$ cat src/rtl/ec_pkg.sv
// ec_pkg: types and width helpers shared by the erasure-coding engine blocks.
//
// Contents:
//   EC_W, EC_PACKET_LENGTH : engine-wide defaults (Galois word width, packet width)
//   packet_t               : one packet of XOR data
//   acc_state_t            : parity accumulator FSM states
//   chunk_w / idx_w        : counter width helpers for the parity accumulator
package ec_pkg;

    localparam int EC_W             = 4;
    localparam int EC_PACKET_LENGTH = 2;

    typedef logic [EC_PACKET_LENGTH-1:0] packet_t;

    // ACC_IDLE: no partial packet held; ACC_RUN: partial packet held in acc.
    typedef enum logic [0:0] {
        ACC_IDLE = 1'b0,
        ACC_RUN  = 1'b1
    } acc_state_t;

    // Chunk counter must cover K_MAX/INPUT_NUM chunks plus headroom.
    function automatic int chunk_w(input int k_max, input int input_num);
        return $clog2(k_max / input_num + 2);
    endfunction

    // Parity index counter covers 0..M_MAX.
    function automatic int idx_w(input int m_max);
        return $clog2(m_max + 1);
    endfunction

endpackage

$ cat src/rtl/parity_accumulator.sv
// parity_accumulator: folds per-chunk XOR products from the XOR tree into a
// running accumulator and emits one parity packet per cfg_chunks beats,
// tagged with its parity index within the stripe.
//
// Optional feature macro: EC_PARITY_STATS_EN (adds stat_parity_cnt and
// stat_stall_cnt outputs; datapath is unchanged).
//
// Ports:
//   clk, rst_n        clock, asynchronous active-low reset
//   flush             synchronous clear of all job state and outputs
//   cfg_chunks        chunks per parity packet (0 treated as 1)
//   cfg_m             parity packets per stripe (0 treated as 1)
//   in_valid/in_ready input beat handshake, xor_product is the beat data
//   out_valid/out_ready output handshake
//   out_parity        finished parity packet
//   out_idx           parity index 0..m-1
//   out_stripe_end    high with the last parity of a stripe
//   stat_parity_cnt   (EC_PARITY_STATS_EN) handshaken outputs, wraps at 2^32
//   stat_stall_cnt    (EC_PARITY_STATS_EN) cycles with in_valid && !in_ready
//   dbg_state         current FSM state
//
// Handshake: a transfer happens on a rising edge where valid && ready are
// both high. A producer holds valid and data stable until the transfer;
// ready may depend combinationally on valid-side state but valid never
// depends on ready.
module parity_accumulator
    import ec_pkg::*;
#(
    parameter  int K_MAX         = 128,
    parameter  int M_MAX         = 128,
    parameter  int PACKET_LENGTH = EC_PACKET_LENGTH,
    parameter  int INPUT_NUM     = 12,
    localparam int CHUNK_W       = chunk_w(K_MAX, INPUT_NUM),
    localparam int IDX_W         = idx_w(M_MAX)
) (
    input  logic                     clk,
    input  logic                     rst_n,
    input  logic                     flush,
    input  logic [CHUNK_W-1:0]       cfg_chunks,
    input  logic [IDX_W-1:0]         cfg_m,
    input  logic                     in_valid,
    output logic                     in_ready,
    input  logic [PACKET_LENGTH-1:0] xor_product,
    output logic                     out_valid,
    input  logic                     out_ready,
    output logic [PACKET_LENGTH-1:0] out_parity,
    output logic [IDX_W-1:0]         out_idx,
    output logic                     out_stripe_end,
`ifdef EC_PARITY_STATS_EN
    output logic [31:0]              stat_parity_cnt,
    output logic [31:0]              stat_stall_cnt,
`endif
    output acc_state_t               dbg_state
);

    acc_state_t               state_q, state_d;
    logic [CHUNK_W-1:0]       chunks_q;
    logic [CHUNK_W-1:0]       chunk_cnt;
    logic [IDX_W-1:0]         idx_cnt;
    logic [IDX_W-1:0]         m_q;
    logic [PACKET_LENGTH-1:0] acc;

    logic [CHUNK_W-1:0]       cfg_chunks_eff;
    logic [IDX_W-1:0]         cfg_m_eff;
    logic [IDX_W-1:0]         stripe_m;
    logic                     is_last;
    logic                     accept;
    logic                     last_fire;
    logic                     out_fire;

    assign cfg_chunks_eff = (cfg_chunks == '0) ? CHUNK_W'(1) : cfg_chunks;
    assign cfg_m_eff      = (cfg_m == '0) ? IDX_W'(1) : cfg_m;

    // At the stripe latch point m_q is being loaded this very cycle, so a
    // single-chunk packet must see the incoming cfg_m for its stripe_end.
    assign stripe_m = (state_q == ACC_IDLE && idx_cnt == '0) ? cfg_m_eff : m_q;

    assign accept    = in_valid && in_ready;
    assign last_fire = accept && is_last;
    assign out_fire  = out_valid && out_ready;
    assign dbg_state = state_q;

    // FSM: state register
    always_ff @(posedge clk or negedge rst_n) begin
        if (!rst_n) begin
            state_q <= ACC_IDLE;
        end else if (flush) begin
            state_q <= ACC_IDLE;
        end else begin
            state_q <= state_d;
        end
    end

    // FSM: next state
    always_comb begin
        state_d = state_q;
        if (accept) begin
            state_d = is_last ? ACC_IDLE : ACC_RUN;
        end
    end

    // FSM: outputs. Only a last beat needs the output register, so only a
    // last beat can be stalled by a full, unaccepted output.
    always_comb begin
        is_last = 1'b0;
        if (state_q == ACC_IDLE) begin
            is_last = (cfg_chunks_eff == CHUNK_W'(1));
        end else begin
            is_last = (chunk_cnt == chunks_q - CHUNK_W'(1));
        end
        in_ready = !is_last || !out_valid || out_ready;
    end

    // Accumulator and job counters. acc is zero in ACC_IDLE, so the same
    // XOR covers the first beat of a packet.
    always_ff @(posedge clk or negedge rst_n) begin
        if (!rst_n) begin
            chunks_q  <= '0;
            chunk_cnt <= '0;
            idx_cnt   <= '0;
            m_q       <= '0;
            acc       <= '0;
        end else if (flush) begin
            chunks_q  <= '0;
            chunk_cnt <= '0;
            idx_cnt   <= '0;
            m_q       <= '0;
            acc       <= '0;
        end else if (accept) begin
            if (state_q == ACC_IDLE) begin
                chunks_q <= cfg_chunks_eff;
                if (idx_cnt == '0) begin
                    m_q <= cfg_m_eff;
                end
            end
            if (is_last) begin
                acc       <= '0;
                chunk_cnt <= '0;
                idx_cnt   <= (idx_cnt == stripe_m - IDX_W'(1)) ? '0 : idx_cnt + IDX_W'(1);
            end else begin
                acc       <= acc ^ xor_product;
                chunk_cnt <= chunk_cnt + CHUNK_W'(1);
            end
        end
    end

    // Output register: a reload wins over the clear so a simultaneous
    // accept and new last beat keeps out_valid high with no bubble.
    always_ff @(posedge clk or negedge rst_n) begin
        if (!rst_n) begin
            out_valid      <= 1'b0;
            out_parity     <= '0;
            out_idx        <= '0;
            out_stripe_end <= 1'b0;
        end else if (flush) begin
            out_valid      <= 1'b0;
            out_parity     <= '0;
            out_idx        <= '0;
            out_stripe_end <= 1'b0;
        end else if (last_fire) begin
            out_valid      <= 1'b1;
            out_parity     <= acc ^ xor_product;
            out_idx        <= idx_cnt;
            out_stripe_end <= (idx_cnt == stripe_m - IDX_W'(1));
        end else if (out_fire) begin
            out_valid      <= 1'b0;
            out_parity     <= '0;
            out_idx        <= '0;
            out_stripe_end <= 1'b0;
        end
    end

`ifdef EC_PARITY_STATS_EN
    always_ff @(posedge clk or negedge rst_n) begin
        if (!rst_n) begin
            stat_parity_cnt <= '0;
            stat_stall_cnt  <= '0;
        end else if (flush) begin
            stat_parity_cnt <= '0;
            stat_stall_cnt  <= '0;
        end else begin
            if (out_fire) begin
                stat_parity_cnt <= stat_parity_cnt + 32'd1;
            end
            if (in_valid && !in_ready) begin
                stat_stall_cnt <= stat_stall_cnt + 32'd1;
            end
        end
    end
`endif

endmodule

$ cat config.mk
export PLATFORM = sky130hd
export DESIGN_NAME = parity_accumulator
export DESIGN_NICKNAME = d
export VERILOG_FILES = /design/src/rtl/ec_pkg.sv /design/src/rtl/parity_accumulator.sv
export SDC_FILE = /design/constraint.sdc
export NUM_CORES = 1
export LEC_CHECK = 0
export ABC_AREA = 1
export CAP_MARGIN = 20
export CELL_PAD_IN_SITES_DETAIL_PLACEMENT = 1
export CELL_PAD_IN_SITES_GLOBAL_PLACEMENT = 2
export CORE_ASPECT_RATIO = 0.7
export CORE_MARGIN = 5
export CORE_UTILIZATION = 32
export DETAILED_ROUTE_END_ITERATION = 10
export GPL_TIMING_DRIVEN = 0
export PLACE_DENSITY = 0.91
export SLEW_MARGIN = 0
export SYNTH_ARGS = -nofsm -noshare
export SYNTH_HDL_FRONTEND = slang
export SYNTH_SLANG_ARGS = --single-unit
$ cat constraint.sdc
create_clock -name clk -period 6.2 [get_ports clk]
set_input_delay 1.24 -clock clk [delete_from_list [all_inputs] [get_ports clk]]
set_output_delay 1.24 -clock clk [all_outputs]
set_load 0.01 [all_outputs]
==> run_results.csv, run 1 <==
group,metric,value,unit
finish,postLayoutCellArea,0.00304,mm^2
floorplan,row_count,26,
clocking,root_buffer,"clkbuf_8",
setup_path,crit_slowest_cell,"clkdlybuf4s50_1",
synth,synthSimpleGateAreaFrac,0.393,
synth,synth-seq-cells,39,
finish,layout_commonest_cell,"nand2_1",
finish,seq_area,976,um^2
synth,synthesis.nets,365,
setup_path,critPathKind,"input pin to primary output",
placement,io_buffer_count,32,
worst_hold_path,worstHoldStart,"m_q[5]",
setup_path,cp-start-kind,"input pin",
sta,worst_pin_slew,0.525,ns
global_route,grt_pass1_wl,12400,um
clocking,clk_latency,0.29,ns
finish,multi_input_area,0.00133,mm^2
clocking,cts_tree,"built",
sta,finalCritPeriodShare,0.663,
clocking,cts_buffers,5,
synth,ys_warn_count,0,
placement,place_area,0.00295,mm^2
power_and_ir_drop,seqPwrFrac,0.371,
routing,ant_nets,0,
power_and_ir_drop,pwr-share-clk,0.242,
synth,syn-cell-area,0.00249,mm^2
finish,n_fill_cell,948,
finish,antenna_cells,0,
floorplan,die_h,83.8,um
routing,routed_via_density,4.87,
synth,synth_compound_area_frac,0.0589,
sta,rsz0062_at_grt,"false",
setup_path,cp_max_fo,3,
routing,drtIter0Drc,90,
setup_path,r2r_cells,16,
routing,drt_pass1_iterations,4,
setup_path,crit_arrival,2.87,ns
sta,fmax,0.243,GHz
clocking,clk_pin_slew,0.09,ns
placement,place.gp.congestion,0.807,
power_and_ir_drop,power_density,254,mW/mm^2
clocking,cts_hold_buf,0,
power_and_ir_drop,pwr-share-comb,0.387,
clocking,cts_setup_buffers,0,
floorplan,die_x,115,um
finish,layout-drive-gt1-share,0.110,
placement,hpwl,5780,um
setup_path,crit_chain,"clkdlybuf4s50_1, nor4_1, inv_1, nand2_1, nand3_1, clkdlybuf4s50_1",
setup_path,critical_path_required,4.96,ns
worst_hold_path,hold_depth,2,
clocking,cts_sinks,39,
sta,finalHoldViolCount,0,
finish,finalNetCount,405,
global_route,overflow,0,
sta,slew_headroom,0.649,
clocking,h-tree-depth,2,
power_and_ir_drop,p_sw_frac,0.388,
routing,detail_route.wl_per_cell,15.2,um
power_and_ir_drop,p_int,0.000471,W
global_route,track_usage,0.160,
floorplan,coreArea,0.00742,mm^2
sta,slew_violations,0,
synth,avgSynthCellArea,7.29,um^2
clocking,cts_max_path_buffers,2,
synth,synthMuxAreaShare,0.00402,
power_and_ir_drop,power_leakage,1.47,nW
synth,syn_inst,341,
global_route,grt_pass1_vias,2478,
sta,finalClockSkew,0.00923,ns
setup_path,setup.worst_path.start,"cfg_chunks[1]",
setup_path,end_kind,"primary output",
synth,synth_top_flop_cell,"dfrtp_1",
routing,drc_errors,0,
synth,yosysSeqAreaShare,0.392,
power_and_ir_drop,irDropWorstVdd,104,uV
routing,totalWireLength,7270,um
setup_path,crit_top_cell,"clkdlybuf4s50_1",
synth,synth-xor-area-share,0.0528,
synth,synth_edf_count,0,
finish,layout_common_cells,"108 x nand2_1, 52 x nand3_1, 39 x dfrtp_1",
synth,synth_fa_ha_area_frac,0.0252,
floorplan,dieArea,0.00966,mm^2
floorplan,start_util,0.335,
floorplan,io_pins,33,
setup_path,worstReg2RegStart,"idx_cnt[0]",
synth,synthArstFlopShare,1.00,
clocking,cts_resized,0,
worst_hold_path,min_path_type,"register to register",
global_route,antenna_found_initial,0,
job,drv_cap,0,
synth,synth.distinct_cells,30,
sta,fin_tns_setup,0,ns
outcome,status,"finished clean",
sta,setup_viol,0,
setup_path,max_stage_delay,0.49,ns
routing,num_vias,2334,
global_route,grt_start_max_net_pins,27,
sta,post-route-min-period,4.11,ns
power_and_ir_drop,p_switching,0.000299,W
synth,synth_top_family_by_area,"simple AND/OR/NAND/NOR gates",
finish,syn_to_final_growth,22.1,%
==> worst max-delay path: cells and delay by family <==
| kind | cells | cell delay, ns |
|---|---|---|
| buffers and inverters | 3 | 1.04 |
| AND/OR/NAND/NOR | 3 | 0.57 |
==> final timing paths <==
check / end / slack, ns
max reg2reg: idx_cnt[2] / 3.35
min in group asynchronous: acc[0] / 0.85
max: in_ready / 2.09
min reg2reg: m_q[5] / 0.48
min: m_q[5] / 0.48
max in group asynchronous: m_q[7] / 4.88
==> kinds of logic (layout without fill, tap and decap cells) <==
family / Yosys count / after routing
AO/OA/AOI/OAI: 26 / 26
adder cells (fa/ha/maj): 5 / 5
AND/OR/NAND/NOR: 211 / 211
buffers and inverters: 44 / 84
flip-flops: 39 / 39
XOR/XNOR: 15 / 15
multiplexers: 1 / 1
==> cell type report <==
cell class                 instances  area share
sequential                        39       0.321
clock buffer                       6      0.0272
tap                               98      0.0404
buffer                             7      0.0148
clock inverter                     1     0.00288
inverter                          37      0.0457
timing repair buffer              33       0.110
multi-input combinational        258       0.437
==> power groups by stage <==
stage | registers, W | logic (W) | clock network [W]
after floorplan | 0.000288 | 0.000214 | 0
after global placement | 0.000290 | 0.000290 | 0
after detailed placement | 0.000291 | 0.000302 | 0
after CTS | 0.000286 | 0.000304 | 0.000193
after global routing | 0.000289 | 0.000340 | 0.000202
final | 0.000286 | 0.000298 | 0.000186
==> synthesized netlist by cell type (2+ instances only) <==
library cell  count  area share
nand2_2           8       0.020
o21ai_0          19       0.038
nor3_1            3      0.0060
nor2_4            3       0.014
nand4_1           2      0.0050
inv_2             7       0.011
clkbuf_1          4      0.0060
nand3b_1          3      0.0091
inv_1            29       0.044
nor2_2            6       0.015
a21oi_1           3      0.0060
nand3b_2          3       0.014
nor2_1           19       0.029
ha_1              5       0.025
dfrtp_1          39        0.39
nand2_4           2      0.0091
buf_6             2      0.0091
nand3_1          52        0.10
xnor2_1           7       0.025
xor2_1            8       0.028
nand2_1         108        0.16
==> state kept, by name (all words and copies together) (netlist names) <==
| name | count |
|---|---|
| acc | 2 |
| out_idx | 8 |
| dbg_state | 1 |
| idx_cnt | 8 |
| out_stripe_end | 1 |
| out_parity | 2 |
| m_q | 8 |
| out_valid | 1 |
| chunk_cnt | 4 |
| chunks_q | 4 |
==> metal layers <==
metal / routed length, um / global-route usage / vias up
met3: 264 / 0.0297 / 2
met2: 3280 / 0.255 / 28
met1: 3700 / 0.229 / 1140
met4: 22 / 0.0224 / 0
met5: 0 / 0 / -
li1: - / - / 1164
==> per-stage QoR <==
| stage | instances | hold WS, ns | setup slack, ns | utilization | total power (W) |
|---|---|---|---|---|---|
| after floorplan | 341 | 0.442 | 3.18 | - | 0.000503 |
| after global placement | 471 | 0.458 | 2.12 | 0.395 | 0.000580 |
| after detailed placement | 472 | 0.465 | 2.09 | 0.397 | 0.000593 |
| after CTS | 479 | 0.487 | 2.09 | 0.409 | 0.000783 |
| after global routing | 479 | 0.498 | 2.00 | 0.409 | 0.000830 |
| final | 479 | 0.484 | 2.09 | 0.409 | 0.000770 |
Power figures use the tool's default switching activity.
==> inputs of run 2 (changes only) <==
CORE_UTILIZATION = 28   (was 32)
PLACE_DENSITY = 0.85   (was 0.91)
clock period = 3.7 ns   (was 6.2 ns; I/O delays follow)
==> run 2 against run 1 <==
Net effect: sequential share of layout area decreased by 0.80 points; first-iteration DRC count increased by 18%; final cell count increased by 4.8%; worst hold slack got worse by 0.11 ns; clock skew decreased by 0.0031 ns; critical path depth unchanged; sequential power increased by 67%; non-clock buffer count unchanged; wire length decreased by 2.4%; clock power increased by 130%; global-route usage decreased by 1.7 points; critical endpoint unchanged; largest power group unchanged; highest routed layer unchanged.
==> run_results.csv, run 2 (synthesis results as in run 1) <==
group,metric,value,unit
finish,layout-drive-gt1-share,0.110,
power_and_ir_drop,irDropWorstVdd,189,uV
sta,rsz0062_at_grt,"false",
routing,routed_via_density,4.63,
power_and_ir_drop,power_leakage,1.49,nW
global_route,grt_pass1_vias,2378,
placement,place.gp.congestion,0.776,
floorplan,coreArea,0.00855,mm^2
finish,antenna_cells,0,
floorplan,dieArea,0.0109,mm^2
sta,fmax,0.328,GHz
setup_path,crit_slowest_cell,"clkdlybuf4s50_1",
setup_path,critPathKind,"input pin to primary output",
placement,io_buffer_count,32,
sta,fin_ws,0.651,ns
setup_path,crit_arrival,2.31,ns
clocking,cts_tree,"built",
setup_path,end_kind,"primary output",
setup_path,critical_path_required,2.96,ns
finish,largest_registers,"idx_cnt: 8 flops, m_q: 8 flops, out_idx: 8 flops",
sta,worst_pin_slew,0.569,ns
floorplan,io_pins,33,
clocking,cts_buffers,5,
clocking,cts_hold_buf,0,
sta,fin_tns_setup,0,ns
floorplan,die_h,88.9,um
global_route,grt_pass1_wl,12000,um
setup_path,max_stage_delay,0.49,ns
routing,num_vias,2323,
sta,slew_violations,0,
floorplan,start_util,0.291,
finish,finalNetCount,405,
setup_path,crit_top_cell,"clkdlybuf4s50_1",
global_route,grt_start_max_net_pins,26,
finish,fin_util,0.364,
clocking,clk_pin_slew,0.06,ns
sta,finalCritPeriodShare,0.824,
power_and_ir_drop,power_density,452,mW/mm^2
sta,post-route-min-period,3.05,ns
floorplan,row_count,28,
sta,setup_viol,0,
finish,layout_commonest_cell,"nand2_1",
clocking,cts_resized,0,
outcome,status,"finished clean",
placement,dp_slack,0.539,ns
setup_path,cp-start-kind,"input pin",
global_route,antenna_found_initial,0,
clocking,cts_max_path_buffers,2,
worst_hold_path,min_path_type,"input pin to asynchronous set/reset pin",
routing,drt_pass1_iterations,4,
global_route,track_usage,0.143,
job,drv_cap,0,
clocking,h-tree-depth,2,
clocking,cts_sinks,39,
routing,drc_errors,0,
sta,finalHoldViolCount,0,
finish,syn_to_final_growth,25.2,%
routing,totalWireLength,7100,um
sta,slew_headroom,0.619,
clocking,clk_latency,0.28,ns
finish,n_fill_cell,1112,
global_route,overflow,0,
placement,hpwl,5530,um
routing,ant_nets,0,
floorplan,die_x,123,um
setup_path,cp_max_fo,3,
routing,drtIter0Drc,106,
sta,finalClockSkew,0.00610,ns
clocking,root_buffer,"clkbuf_16",
finish,layout_common_cells,"108 x nand2_1, 52 x nand3_1, 39 x dfrtp_1",
setup_path,crit_chain,"clkdlybuf4s50_1, nor4_1, inv_1, nand2_1, nand3_1, clkdlybuf4s50_1",
clocking,cts_setup_buffers,0,
setup_path,cp_top_family,"buffers and inverters",
setup_path,critPathBufInv,3,
routing,detail_route.wl_per_cell,14.1,um
sta,whs,0.375,ns
run 2: cell types whose count changed in the layout (fill, tap and decap cells not counted):
cell        delta
clkbuf_16      +5
clkinvlp_4     +1
clkinv_2       +1
clkbuf_1       +1
clkbuf_8       -6
inv_6          -1
run 2: where the power goes:
part | leakage, nW | total [W] | switching [W] | internal [W]
Clock | 0.0669 | 0.000432 | 0.000183 | 0.000249
Sequential | 0.531 | 0.000479 | 0.0000258 | 0.000454
Combinational | 0.895 | 0.000495 | 0.000309 | 0.000186
Total | 1.49 | 0.00141 | 0.000518 | 0.000889
run 2: layout make-up:
type                    instances  area (um^2)  share of cell area
clock inverters                 2         12.5             0.00402
repair buffers                 33          335               0.108
plain buffers                   7         45.0              0.0145
well taps                     120          150              0.0482
multi-input cells             258         1330               0.426
flip-flops and latches         39          976               0.313
inverters                      37          139              0.0446
clock buffers                   6          129              0.0414
run 2: worst paths after layout:
kind | end | depth (start not counted) | slack [ns] | startpoint
worst max-delay path | in_ready | 6 | 0.65 | cfg_chunks[1]
worst min-delay path | out_valid | 1 | 0.38 | rst_n
worst max register to register | idx_cnt[4] | 16 | 0.92 | idx_cnt[0]
worst min register to register | m_q[6] | 2 | 0.48 | m_q[6]
max in group asynchronous | idx_cnt[2] | 2 | 2.85 | rst_n
min in group clk | m_q[6] | 2 | 0.48 | m_q[6]
run 2: stage by stage:
stage               std cells  area (um^2)  power [W]
global placement          493         2960   0.000972
floorplan                 341         2490   0.000842
finish                    502         3110    0.00141
CTS                       502         3110    0.00143
global route              502         3110    0.00151
detailed placement        494         2970   0.000986
run 2: worst register-to-register path: cells and delay by family, from the launching register on:
family                     cells  cell delay (ns)
and+or+nand+nor               10             1.02
buffers and inverters          2             0.38
DFF                            1             0.41
xor gates and xnor gates       1             0.13
AOI/OAI and AO/OA              1             0.24
adders and majority gates      2             0.49
run 2: layer usage:
metal | track usage | part of all wire
met2 | 0.210 | 0.42
met4 | 0.0335 | 0.0097
met5 | 0 | 0
met1 | 0.214 | 0.54
met3 | 0.0281 | 0.030
==> inputs of run 3 (changes only) <==
CORE_UTILIZATION = 31   (was 28)
PLACE_DENSITY = 0.89   (was 0.85)
clock period = 3 ns   (was 3.7 ns; I/O delays follow)
==> run 3 against run 2 <==
Net effect: sequential cell count did not move; via count increased by 0.99%; global-route usage grew 1.9 points; clock power grew 66%; worst setup slack worse by 0.41 ns; largest power group is now clock; highest routed layer unchanged.
==> run_results.csv, run 3 (synthesis results as in run 1) <==
group,metric,value,unit
clocking,cts_tree,"built",
setup_path,rrSetupSlack,0.27,ns
routing,drtIter0Drc,95,
global_route,grt_pass1_vias,2513,
finish,fin_util,0.402,
sta,finalCritPeriodShare,0.921,
outcome,status,"finished clean",
setup_path,critPathKind,"input pin to primary output",
clocking,root_buffer,"clkbuf_16",
floorplan,row_count,27,
setup_path,max_stage_delay,0.49,ns
setup_path,setup.worst_path.start,"cfg_chunks[1]",
routing,routed_via_density,4.86,
power_and_ir_drop,irDropWorstVdd,219,uV
finish,layout_common_cells,"108 x nand2_1, 52 x nand3_1, 39 x dfrtp_1",
finish,syn_to_final_growth,26.6,%
setup_path,crit_arrival,2.16,ns
sta,setup_viol,0,
floorplan,die_h,84.9,um
floorplan,coreArea,0.00784,mm^2
global_route,antenna_found_initial,0,
placement,dp.cells,475,
setup_path,cp_max_fo,3,
setup_path,end_kind,"primary output",
placement,io_buffer_count,32,
job,drv_cap,0,
power_and_ir_drop,power_density,611,mW/mm^2
routing,num_vias,2346,
setup_path,r2r_end,"idx_cnt[7]",
placement,place.gp.congestion,0.765,
clocking,clk_latency,0.29,ns
finish,finalNetCount,405,
sta,slew_headroom,0.638,
finish,fin_cells,483,
floorplan,start_util,0.317,
floorplan,dieArea,0.00994,mm^2
setup_path,critical_path_required,2.40,ns
sta,slew_violations,0,
sta,finalHoldViolCount,0,
clocking,cts_sinks,39,
sta,finalClockSkew,0.0105,ns
global_route,overflow,0,
sta,fin_ws,0.238,ns
finish,n_fill_cell,986,
floorplan,io_pins,33,
worst_hold_path,min_path_type,"input pin to asynchronous set/reset pin",
finish,layout_commonest_cell,"nand2_1",
sta,whs,0.145,ns
clocking,h-tree-depth,2,
placement,dp_slack,-0.0394,ns
sta,worst_pin_slew,0.541,ns
finish,layout-drive-gt1-share,0.118,
finish,largest_registers,"idx_cnt: 8 flops, m_q: 8 flops, out_idx: 8 flops",
sta,rsz0062_at_grt,"false",
clocking,cts_max_path_buffers,2,
setup_path,cp-start-kind,"input pin",
setup_path,crit_chain,"clkdlybuf4s50_1, nor4_1, inv_1, nand2_1, nand3_1, clkdlybuf4s50_1",
power_and_ir_drop,p_total,0.00192,W
sta,post-route-min-period,2.76,ns
clocking,clk_pin_slew,0.07,ns
routing,drc_errors,0,
sta,fmax,0.362,GHz
floorplan,die_x,117,um
setup_path,worstReg2RegStart,"idx_cnt[1]",
routing,detail_route.wl_per_cell,15.3,um
routing,totalWireLength,7380,um
routing,drt_pass1_iterations,4,
setup_path,crit_top_cell,"clkdlybuf4s50_1",
global_route,track_usage,0.161,
clocking,cts_buffers,5,
power_and_ir_drop,power_leakage,1.52,nW
routing,ant_nets,0,
setup_path,crit_slowest_cell,"clkdlybuf4s50_1",
clocking,cts_hold_buf,0,
placement,hpwl,5750,um
clocking,cts_setup_buffers,0,
setup_path,r2r_cells,17,
global_route,grt_pass1_wl,12600,um
global_route,grt_start_max_net_pins,34,
finish,antenna_cells,0,
## run 3: cell count changes in the layout (fill, tap and decap cells not counted), sizes merged
cell,delta
bufinv,+2
clkbuf,-1
clkinv,-1
clkinvlp,-1
inv,+1
## run 3: where the power goes
part	total, W	switching, W	internal [W]
registers	0.000592	0.0000324	0.000559
clock network	0.000718	0.000236	0.000483
logic	0.000614	0.000385	0.000230
total	0.00192	0.000653	0.00127
## run 3: per-stage QoR
stage               setup TNS, ns  instance area [um^2]
CTS                             0                  3150
finish                          0                  3150
floorplan                       0                  2490
detailed placement         -0.214                  2950
global route                    0                  3150
global placement                0                  2930
## run 3: how the worst max path moves through the flow
stage	cells past startpoint	to	slack, ns
final	6	in_ready	0.24
after global routing	16	idx_cnt[7]	0.02
after CTS	16	idx_cnt[7]	0.13
after detailed placement	14	idx_cnt[4]	-0.04
after global placement	14	idx_cnt[7]	0.02
after floorplan	17	idx_cnt[0]	0.67
## run 3: final cells by class
class | instances | area (um^2) | share of cell area
Inverter | 37 | 139 | 0.0441
Buffer | 7 | 45.0 | 0.0143
Timing Repair Buffer | 33 | 335 | 0.106
Multi-Input combinational cell | 258 | 1330 | 0.423
Clock inverter | 3 | 71.3 | 0.0226
Tap cell | 101 | 126 | 0.0401
Clock buffer | 5 | 125 | 0.0397
Sequential cell | 39 | 976 | 0.310
## run 3: metal layers
layer / wire (um) / global-route usage / part of all wire
met5: 0 / 0 / 0
met4: 67 / 0.0375 / 0.0091
met1: 3810 / 0.232 / 0.52
met3: 187 / 0.0314 / 0.025
met2: 3320 / 0.250 / 0.45
## run 3: worst max-delay path: cells and delay by family
family                 cells  cell delay (ns)
AND/OR/NAND/NOR            3             0.53
buffers and inverters      3             1.03
## run 3: what timing repair did
item,4_1_cts,5_1_grt
gates resized for setup,0,2
endpoints found under the setup margin,0,8
hold endpoints to repair,0,0
